[src/rtl/mul_issue_unit.sv]
// mul_issue_unit: multiply reservation station with CDB snoop, single-outstanding issue and result collection
module mul_issue_unit #(
  parameter int ROB_IX = 2,
  parameter int DEPTH = 4
) (
  input  logic              clk_in,
  input  logic              rst_in,
  input  logic              flush_in,
  input  logic              disp_valid_in,
  output logic              disp_ready_out,
  input  logic [ROB_IX:0]   disp_rob_ix_in,
  input  logic              disp_q1_pend_in,
  input  logic              disp_q2_pend_in,
  input  logic [ROB_IX:0]   disp_q1_in,
  input  logic [ROB_IX:0]   disp_q2_in,
  input  logic [31:0]       disp_v1_in,
  input  logic [31:0]       disp_v2_in,
  input  logic              cdb_valid_in,
  input  logic [ROB_IX:0]   cdb_rob_ix_in,
  input  logic [31:0]       cdb_data_in,
  input  logic              mul_ready_in,
  output logic              mul_valid_out,
  output logic [31:0]       mul_rval1_out,
  output logic [31:0]       mul_rval2_out,
  output logic [ROB_IX:0]   mul_rob_ix_out,
  input  logic              mul_valid_in,
  input  logic [31:0]       mul_data_in,
  input  logic [ROB_IX:0]   mul_rob_ix_in,
  output logic              mul_read_out,
  output logic              res_valid_out,
  output logic [ROB_IX:0]   res_rob_ix_out,
  output logic [31:0]       res_data_out,
  input  logic              res_grant_in
);
  localparam int SW = $clog2(DEPTH);
  logic [DEPTH-1:0] busy, p1, p2, rdy;
  logic [ROB_IX:0] rob [DEPTH];
  logic [ROB_IX:0] t1 [DEPTH];
  logic [ROB_IX:0] t2 [DEPTH];
  logic [31:0] v1 [DEPTH];
  logic [31:0] v2 [DEPTH];
  logic [SW-1:0] fi, si;
  logic in_flight, drop, disp, b1, b2;
  // lowest free entry for dispatch and lowest operand-ready entry for issue
  always_comb begin
    rdy = busy & ~p1 & ~p2;
    fi = '0;
    si = '0;
    for (int i = DEPTH - 1; i >= 0; i--) begin
      if (!busy[i]) fi = SW'(i);
      if (rdy[i]) si = SW'(i);
    end
  end
  assign disp_ready_out = ~&busy;
  assign disp = disp_valid_in && disp_ready_out && !flush_in;
  assign b1 = cdb_valid_in && disp_q1_pend_in && cdb_rob_ix_in == disp_q1_in;
  assign b2 = cdb_valid_in && disp_q2_pend_in && cdb_rob_ix_in == disp_q2_in;
  assign mul_valid_out = !flush_in && !in_flight && mul_ready_in && |rdy;
  assign mul_rval1_out = v1[si];
  assign mul_rval2_out = v2[si];
  assign mul_rob_ix_out = rob[si];
  assign res_valid_out = mul_valid_in && !drop && !flush_in;
  assign res_rob_ix_out = mul_rob_ix_in;
  assign res_data_out = mul_data_in;
  assign mul_read_out = mul_valid_in && ((res_valid_out && res_grant_in) || drop || flush_in);
  // entry update: snoop, then free on issue, then allocate on dispatch; flush overrides busy
  always_ff @(posedge clk_in or negedge rst_in) begin
    if (!rst_in) begin
      busy <= '0;
      p1 <= '0;
      p2 <= '0;
      for (int i = 0; i < DEPTH; i++) begin
        rob[i] <= '0;
        t1[i] <= '0;
        t2[i] <= '0;
        v1[i] <= '0;
        v2[i] <= '0;
      end
    end else begin
      for (int i = 0; i < DEPTH; i++) begin
        if (busy[i] && p1[i] && cdb_valid_in && cdb_rob_ix_in == t1[i]) begin
          p1[i] <= 1'b0;
          v1[i] <= cdb_data_in;
        end
        if (busy[i] && p2[i] && cdb_valid_in && cdb_rob_ix_in == t2[i]) begin
          p2[i] <= 1'b0;
          v2[i] <= cdb_data_in;
        end
        if (mul_valid_out && si == SW'(i)) busy[i] <= 1'b0;
        if (disp && fi == SW'(i)) begin
          busy[i] <= 1'b1;
          rob[i] <= disp_rob_ix_in;
          p1[i] <= disp_q1_pend_in && !b1;
          p2[i] <= disp_q2_pend_in && !b2;
          t1[i] <= disp_q1_in;
          t2[i] <= disp_q2_in;
          v1[i] <= b1 ? cdb_data_in : disp_v1_in;
          v2[i] <= b2 ? cdb_data_in : disp_v2_in;
        end
        if (flush_in) busy[i] <= 1'b0;
      end
    end
  end
  // one multiply outstanding; drop marks a squashed result not yet returned
  always_ff @(posedge clk_in or negedge rst_in) begin
    if (!rst_in) begin
      in_flight <= 1'b0;
      drop <= 1'b0;
    end else begin
      in_flight <= mul_valid_out || (in_flight && !mul_read_out);
      drop <= !mul_read_out && (drop || (flush_in && in_flight && !mul_valid_in));
    end
  end
endmodule
[config.mk]
export PLATFORM = sky130hd
export DESIGN_NAME = mul_issue_unit
export DESIGN_NICKNAME = d
export VERILOG_FILES = /design/src/rtl/mul_issue_unit.sv
export SDC_FILE = /design/constraint.sdc
export NUM_CORES = 1
export LEC_CHECK = 0
export CORE_UTILIZATION = 40
export DETAILED_ROUTE_END_ITERATION = 8
export SYNTH_ARGS = -nofsm -noshare
export SYNTH_HDL_FRONTEND = slang
export SYNTH_SLANG_ARGS = --single-unit
export TNS_END_PERCENT = 20
[constraint.sdc]
create_clock -name clk_in -period 4.1 [get_ports clk_in]
set_input_delay 0.82 -clock clk_in [delete_from_list [all_inputs] [get_ports clk_in]]
set_output_delay 0.82 -clock clk_in [all_outputs]
set_load 0.03 [all_outputs]
==> metrics.json <==
{
  "critical_path.cell_chain": {"value": "or3b_2 > nand3_1 > a21oi_1 > a221o_1 > clkdlybuf4s50_1"},
  "post-route-min-period": {"value": 4.01, "unit": "ns"},
  "setup_slack": {"value": 0.0873, "unit": "ns"},
  "setup.worst_path.start_class": {"value": "flop"},
  "global_placement_routability_congestion": {"value": 0.805},
  "route.antenna.remaining_nets": {"value": 0},
  "timing.max_cap.violations": {"value": 0},
  "asyncSetResetFlopFracSynth": {"value": 100, "unit": "%"},
  "worst_skew_pair.late_latency": {"value": 0.52, "unit": "ns"},
  "cts_max_level": {"value": 2},
  "clk_transition_reported_paths": {"value": 0.06, "unit": "ns"},
  "dr_total_vias": {"value": 14200},
  "post_cts_setup_bufs": {"value": 0},
  "die_width": {"value": 204, "unit": "um"},
  "slew_at_the_pin_closest_to_its_max_slew_limit": {"value": 1.35, "unit": "ns"},
  "boundaryPins": {"value": 259},
  "crit_fanout": {"value": 18},
  "die_y": {"value": 204, "unit": "um"},
  "report.final.hold_viol_count": {"value": 0},
  "routed_wire_per_std_cell": {"value": 25.8, "unit": "um"},
  "fp.coreArea": {"value": 40000, "unit": "um^2"},
  "design.die.area": {"value": 41600, "unit": "um^2"},
  "cts_root_buf": {"value": "clkbuf_16"},
  "finalSetupTns": {"value": 0, "unit": "ns"},
  "postCtsHoldBufs": {"value": 0},
  "cellPowerDensity": {"value": 501, "unit": "nW/um^2"},
  "largest_stage_delay_on_the_critical_path": {"value": 0.81, "unit": "ns"},
  "drt-vias-per-instance": {"value": 6.39},
  "synth_area": {"value": 16300, "unit": "um^2"},
  "clk_path_buf_depth": {"value": 3},
  "depth_of_the_critical_timing_path_with_buffers_and_inverters_included": {"value": 5},
  "synthesis.nets": {"value": 1773},
  "cts_tree": {"value": "done"},
  "worst-setup-path-type": {"value": "flop to primary output"},
  "synth_cell_type_count": {"value": 46},
  "routed_wl": {"value": 57.1, "unit": "mm"},
  "final-setup-viol-count": {"value": 0},
  "number_of_violations_reported_at_the_end_of_detailed_routing_iteration_0": {"value": 1280},
  "cp_top_family": {"value": "simple AND/OR/NAND/NOR gates"},
  "sw_frac_of_total": {"value": 29.6, "unit": "%"},
  "seq_area_frac_synth": {"value": 46.9, "unit": "%"},
  "detailedPlacementHpwl": {"value": 33.4, "unit": "mm"},
  "synthesis_to_finish_area_growth": {"value": 20.0, "unit": "%"},
  "io_buffer_count": {"value": 188},
  "grtUsageTotal": {"value": 27.0, "unit": "%"},
  "dpl_worst_slack": {"value": 0.446, "unit": "ns"},
  "slowest_stage": {"value": "or3b_2"},
  "power.sequential.fraction": {"value": 41.5, "unit": "%"},
  "final-max-slew-violation-count": {"value": 0},
  "p_leak": {"value": 7.74, "unit": "nW"},
  "crit_buf_inv": {"value": 1},
  "unrepaired_setup_endpoints_after_global_routing": {"value": "false"},
  "tritoncts_buffer_count": {"value": 36},
  "finalCritPeriodShare": {"value": 97.9, "unit": "%"},
  "layout-drive-gt1-share": {"value": 19.5, "unit": "%"},
  "drt_pre_antenna_iters": {"value": 5},
  "number_of_global_route_vias_before_repair": {"value": 14400},
  "grt_pass1_wl": {"value": 87.2, "unit": "mm"},
  "multi_input_area": {"value": 7600, "unit": "um^2"},
  "count_of_synthesis_stage_warnings_from_yosys": {"value": 0},
  "fin_skew": {"value": 0.0128, "unit": "ns"},
  "synth_top_flop_cell": {"value": "dfrtp_1"},
  "comb_power_share": {"value": 25.6, "unit": "%"},
  "drc": {"value": 0},
  "outcome": {"value": "completed"},
  "synth_seq_cells": {"value": 306},
  "ir_worst_vdd": {"value": 0.362, "unit": "mV"},
  "initial_utilization": {"value": 40.8, "unit": "%"},
  "n_antenna_cell": {"value": 0},
  "initial_antenna_violation_count": {"value": 4},
  "clock_power_share": {"value": 32.9, "unit": "%"},
  "final.fill_count": {"value": 3708},
  "placementRows": {"value": 73},
  "ff_latch_area": {"value": 7660, "unit": "um^2"},
  "critical_path_arrival": {"value": 3.19, "unit": "ns"},
  "slew_headroom": {"value": 9.93, "unit": "%"},
  "edff_count_synth": {"value": 0},
  "fin_hold_ws": {"value": 0.230, "unit": "ns"},
  "worst_r2r_path_depth": {"value": 4},
  "grt_start_max_net_pins": {"value": 103},
  "placed_cell_areas": {"value": 18400, "unit": "um^2"},
  "post_synth.cell_area_avg": {"value": 10.1, "unit": "um^2"},
  "cts.sink_count": {"value": 306},
  "grt_overflow": {"value": 0},
  "synthCells": {"value": 1620},
  "holdCritPathClass": {"value": "primary input to async pin"},
  "mostFrequentLayoutCells": {"value": "305 x dfrtp_1, 251 x nand2_1, 192 x or3_1"},
  "p_int": {"value": 0.00691, "unit": "W"},
  "report.power.total": {"value": 0.00981, "unit": "W"},
  "final_common_cell": {"value": "dfrtp_1"},
  "final_area": {"value": 19600, "unit": "um^2"},
  "nNetsFinal": {"value": 1819},
  "power_switching": {"value": 0.00290, "unit": "W"},
  "fmax": {"value": 249, "unit": "MHz"},
  "critPathRequiredTime": {"value": 3.28, "unit": "ns"},
  "timing.critical_path.to_type": {"value": "primary output"}
}
[synthesized netlist by cell type (all sizes together) (7+ instances only)]
cell type	count	share of area, %
buf	146	5.1
nor4	7	0.35
nand3	78	2.4
or3	192	7.4
a21oi	73	2.2
nand2	253	5.8
clkbuf	93	2.2
xor2	30	1.6
o221a	256	18
nor2	68	1.6
a221o	67	4.1
dfrtp	306	47
[sequential cells by signal, indices dropped and copies added (netlist names)]
name and count:
t1 12, v2 128, drop 1, p1 4, t2 12, v1 128, rob 12, in_flight 1
busy 4, p2 4
[cell families (layout without fill, tap and decap cells)]
kind of cell,Yosys count,count (layout),synth area share (%)
AOI/OAI and AO/OA,414,414,24.9
xor gates and xnor gates,30,30,1.61
buffers and inverters,241,310,7.36
DFF,306,306,46.9
and+or+nand+nor,629,630,19.2
[metal layers]
metal | track usage [%] | wire length, um | vias up | share of wire, %
li1 | - | - | 6162 | -
met1 | 36.9 | 24700 | 7231 | 43
met2 | 43.9 | 26800 | 662 | 47
met3 | 4.37 | 4240 | 93 | 7.4
met4 | 8.05 | 1300 | 6 | 2.3
met5 | 0 | 30 | - | 0.053
[final timing paths]
check	start	end	slack, ns
min in group clk_in	rob[2]$_DFFE_PN0P_	rob[2]$_DFFE_PN0P_	0.48
min	rst_in	v2[102]$_DFFE_PN0P_	0.23
max reg2reg	busy[1]$_DFFE_PN0P_	v1[80]$_DFFE_PN0P_	1.71
max	busy[2]$_DFFE_PN0P_	mul_rval2_out[31]	0.09
max in group asynchronous	rst_in	v2[91]$_DFFE_PN0P_	2.83
min reg2reg	rob[2]$_DFFE_PN0P_	rob[2]$_DFFE_PN0P_	0.48
[cell type report]
cell class,count,area share (%)
sequential,306,39.1
tap,525,3.36
timing repair buffer,246,12.7
clock buffer,55,5.53
multi-input combinational,1074,38.8
inverter,2,0.0383
clock inverter,7,0.435
[metrics by stage]
| step | util [%] | instances |
|---|---|---|
| floorplan | - | 1620 |
| global placement | 45.9 | 2152 |
| detailed placement | 45.9 | 2152 |
| CTS | 48.9 | 2214 |
| global route | 48.9 | 2215 |
| finish | 48.9 | 2215 |
[timing repair]
item / CTS / global route
resized for setup: 2 / 3
setup endpoints to repair: 25 / 42
cloned: 0 / 1
hold endpoints to repair: 0 / 0
[power by group through the flow]
stage | sequential [W] | combinational (W) | clock (W)
global route | 0.00413 | 0.00269 | 0.00340
detailed placement | 0.00408 | 0.00252 | 0
CTS | 0.00404 | 0.00252 | 0.00328
floorplan | 0.00398 | 0.00174 | 0
finish | 0.00407 | 0.00251 | 0.00323
global placement | 0.00408 | 0.00247 | 0
[worst register-to-register path, delay by kind of cell, from the launching register on]
family / cells / cell delay [ns]
flops: 1 / 0.35
simple gates: 1 / 0.39
buf+inv: 1 / 0.17
compound gates: 2 / 1.42
Note: power is estimated with default switching activity, not from simulation.
==> variant, RTL diff (config.mk and constraints unchanged) <==
The parameter `DEPTH` goes from 4 to 8.
--- a/src/rtl/mul_issue_unit.sv
+++ b/src/rtl/mul_issue_unit.sv
@@ -3,3 +3,3 @@
   parameter int ROB_IX = 2,
-  parameter int DEPTH = 4
+  parameter int DEPTH = 8
 ) (
Formal check against the unedited RTL: not equivalent (a bounded check fails within 10 cycles, from zero or initial values and one cycle with rst_in low).
==> variant against the original RTL <==
The flow now finishes with violations (negative setup slack). Total power rose by 76%. Sequential share of layout area rose by 1.7 points. Synthesized area rose by 88%. Via count rose by 120%. Wire length rose by 140%. Setup slack got worse by 0.11 ns. Critical path depth rose by 4. Sequential cell count rose by 304. Final area rose by 91%.
==> variant: results (changes against the original RTL) <==
gr usage total=33.8% (was 27.0%); Clock Skew=0.0263 ns (was 0.0128 ns); Layout Cells excl Fill=4,378 (was 2,215); register-to-register setup slack=1.33 ns (was 1.71 ns); Leak Pwr=16.2 nW (was 7.74 nW); DP Area=34,700 sq um (was 18,400 sq um); setup TNS=-0.0260 ns (was 0 ns); launch point of the critical path=p2[5]$_DFFE_PN0P_ (was busy[2]$_DFFE_PN0P_); dpl cells=4,240 (was 2,152); final setup vio count=1 (was 0); setup slack at placement=0.378 ns (was 0.446 ns); largest net degree at the start of global routing=109 (was 103); sequential element share of the synthesized area=49.7% (was 46.9%); Slowest Stage Delay on Critical Path=0.47 ns (was 0.81 ns); worst reg2reg endpoint=t1[3]$_DFFE_PN0P_ (was v1[80]$_DFFE_PN0P_); CP max stage cell=buf_12 (was or3b_2); drt total wl=135 mm (was 57.1 mm); drt pass-1 iters=8 (was 5); CP arrival=3.31 ns (was 3.19 ns); Peak VDD IR=261 uV (was 362 uV); top cells by count, synth=610 x dfrtp_1, 526 x o22ai_1, 283 x clkbuf_1 (was 306 x dfrtp_1, 252 x nand2_1, 192 x or3_1); met3 GRT Util=9.15% (was 4.37%); Post-Syn Nets=3,440 (was 1,773); number of vias per cell=7.05 (was 6.39); global routing usage on met2=50.6% (was 43.9%); first-pass GRT wire length=198 mm (was 87.2 mm); status=complete, but fails checks (was finished, final reports clean); vias in the first global route=30,800 (was 14,400); Fin Hold WS=0.196 ns (was 0.230 ns); number of buffers created by CTS=70 (was 36); failing checks=negative setup slack; Detailed Route Iter0 Violations=4,902 (was 1,280); Yosys cell types=53 (was 46); top post-synthesis cells by area=dfrtp_1 50%, o22ai_1 11%, a31oi_1 5.2% (was dfrtp_1 47%, o221a_2 13%, or3_1 7.4%); final worst slack=-0.0260 ns (was 0.0873 ns); nets=3,450 (was 1,819); layout cell share with drive strength beyond 1=13.7% (was 19.5%); Largest regs=v1 x256, v2 x256 (was v1 x128, v2 x128)
==> variant: changes by cell type after synthesis, sizes merged, moves of 72 or more <==
cell / delta
o22ai: +520
dfrtp: +304
a31oi: +256
nor2: +198
o221a: -192
or3: -191
clkbuf: +190
inv: +168
nand2: -94
o21ai: +72
==> variant: layer usage <==
metal / up-vias / part of all wire (%)
met5: - / 0.025
met4: 6 / 5.7
met3: 532 / 13
met2: 2595 / 44
met1: 15300 / 37
li1: 12400 / -
==> variant: cell families after synthesis <==
family / after synthesis / synth area share (%)
buf+inv: 583 / 7.84
compound gates: 1299 / 29.3
mux: 29 / 1.06
xor+xnor: 54 / 1.54
simple gates: 712 / 10.6
flops: 610 / 49.7
==> variant: final cells by class <==
class	instances	area, sq um
inverters	170	638
clock inverters	19	292
flip-flops and latches	610	15300
well taps	1030	1290
fillers	6885	38500
multi-input cells	2096	13500
diodes	2	5.00
clock buffers	102	2050
repair buffers	349	4330
==> variant: timing repair <==
item / in CTS / in global routing
gates resized for setup: 33 / 14
endpoints found under the setup margin: 65 / 51
cloned: 2 / 4
setup buffers: 1 / 8
pin swaps: 1 / 1
hold buffers: 0 / 0
==> variant: worst max path at each step <==
stage | slack [ns] | endpoint | depth (start not counted)
after floorplan | 0.96 | mul_rval1_out[11] | 8
after global placement | 0.34 | mul_rval2_out[31] | 7
after detailed placement | 0.38 | mul_rval2_out[31] | 7
after CTS | -0.007 | mul_rval2_out[22] | 6
after global routing | -0.01 | mul_rval2_out[13] | 9
final | -0.03 | mul_rval1_out[28] | 9
==> variant: report_power, final <==
part	total [W]	internal, W	switching, W
sequential	0.00714	0.00672	0.000420
combinational	0.00364	0.00168	0.00196
clock	0.00654	0.00390	0.00263
==> variant: per-stage QoR <==
step                      utilization (%)  total power, W
after global placement               45.6          0.0106
after CTS                            49.0          0.0173
after floorplan                         -         0.00901
after detailed placement             45.6          0.0107
final                                49.2          0.0173
after global routing                 49.2          0.0179
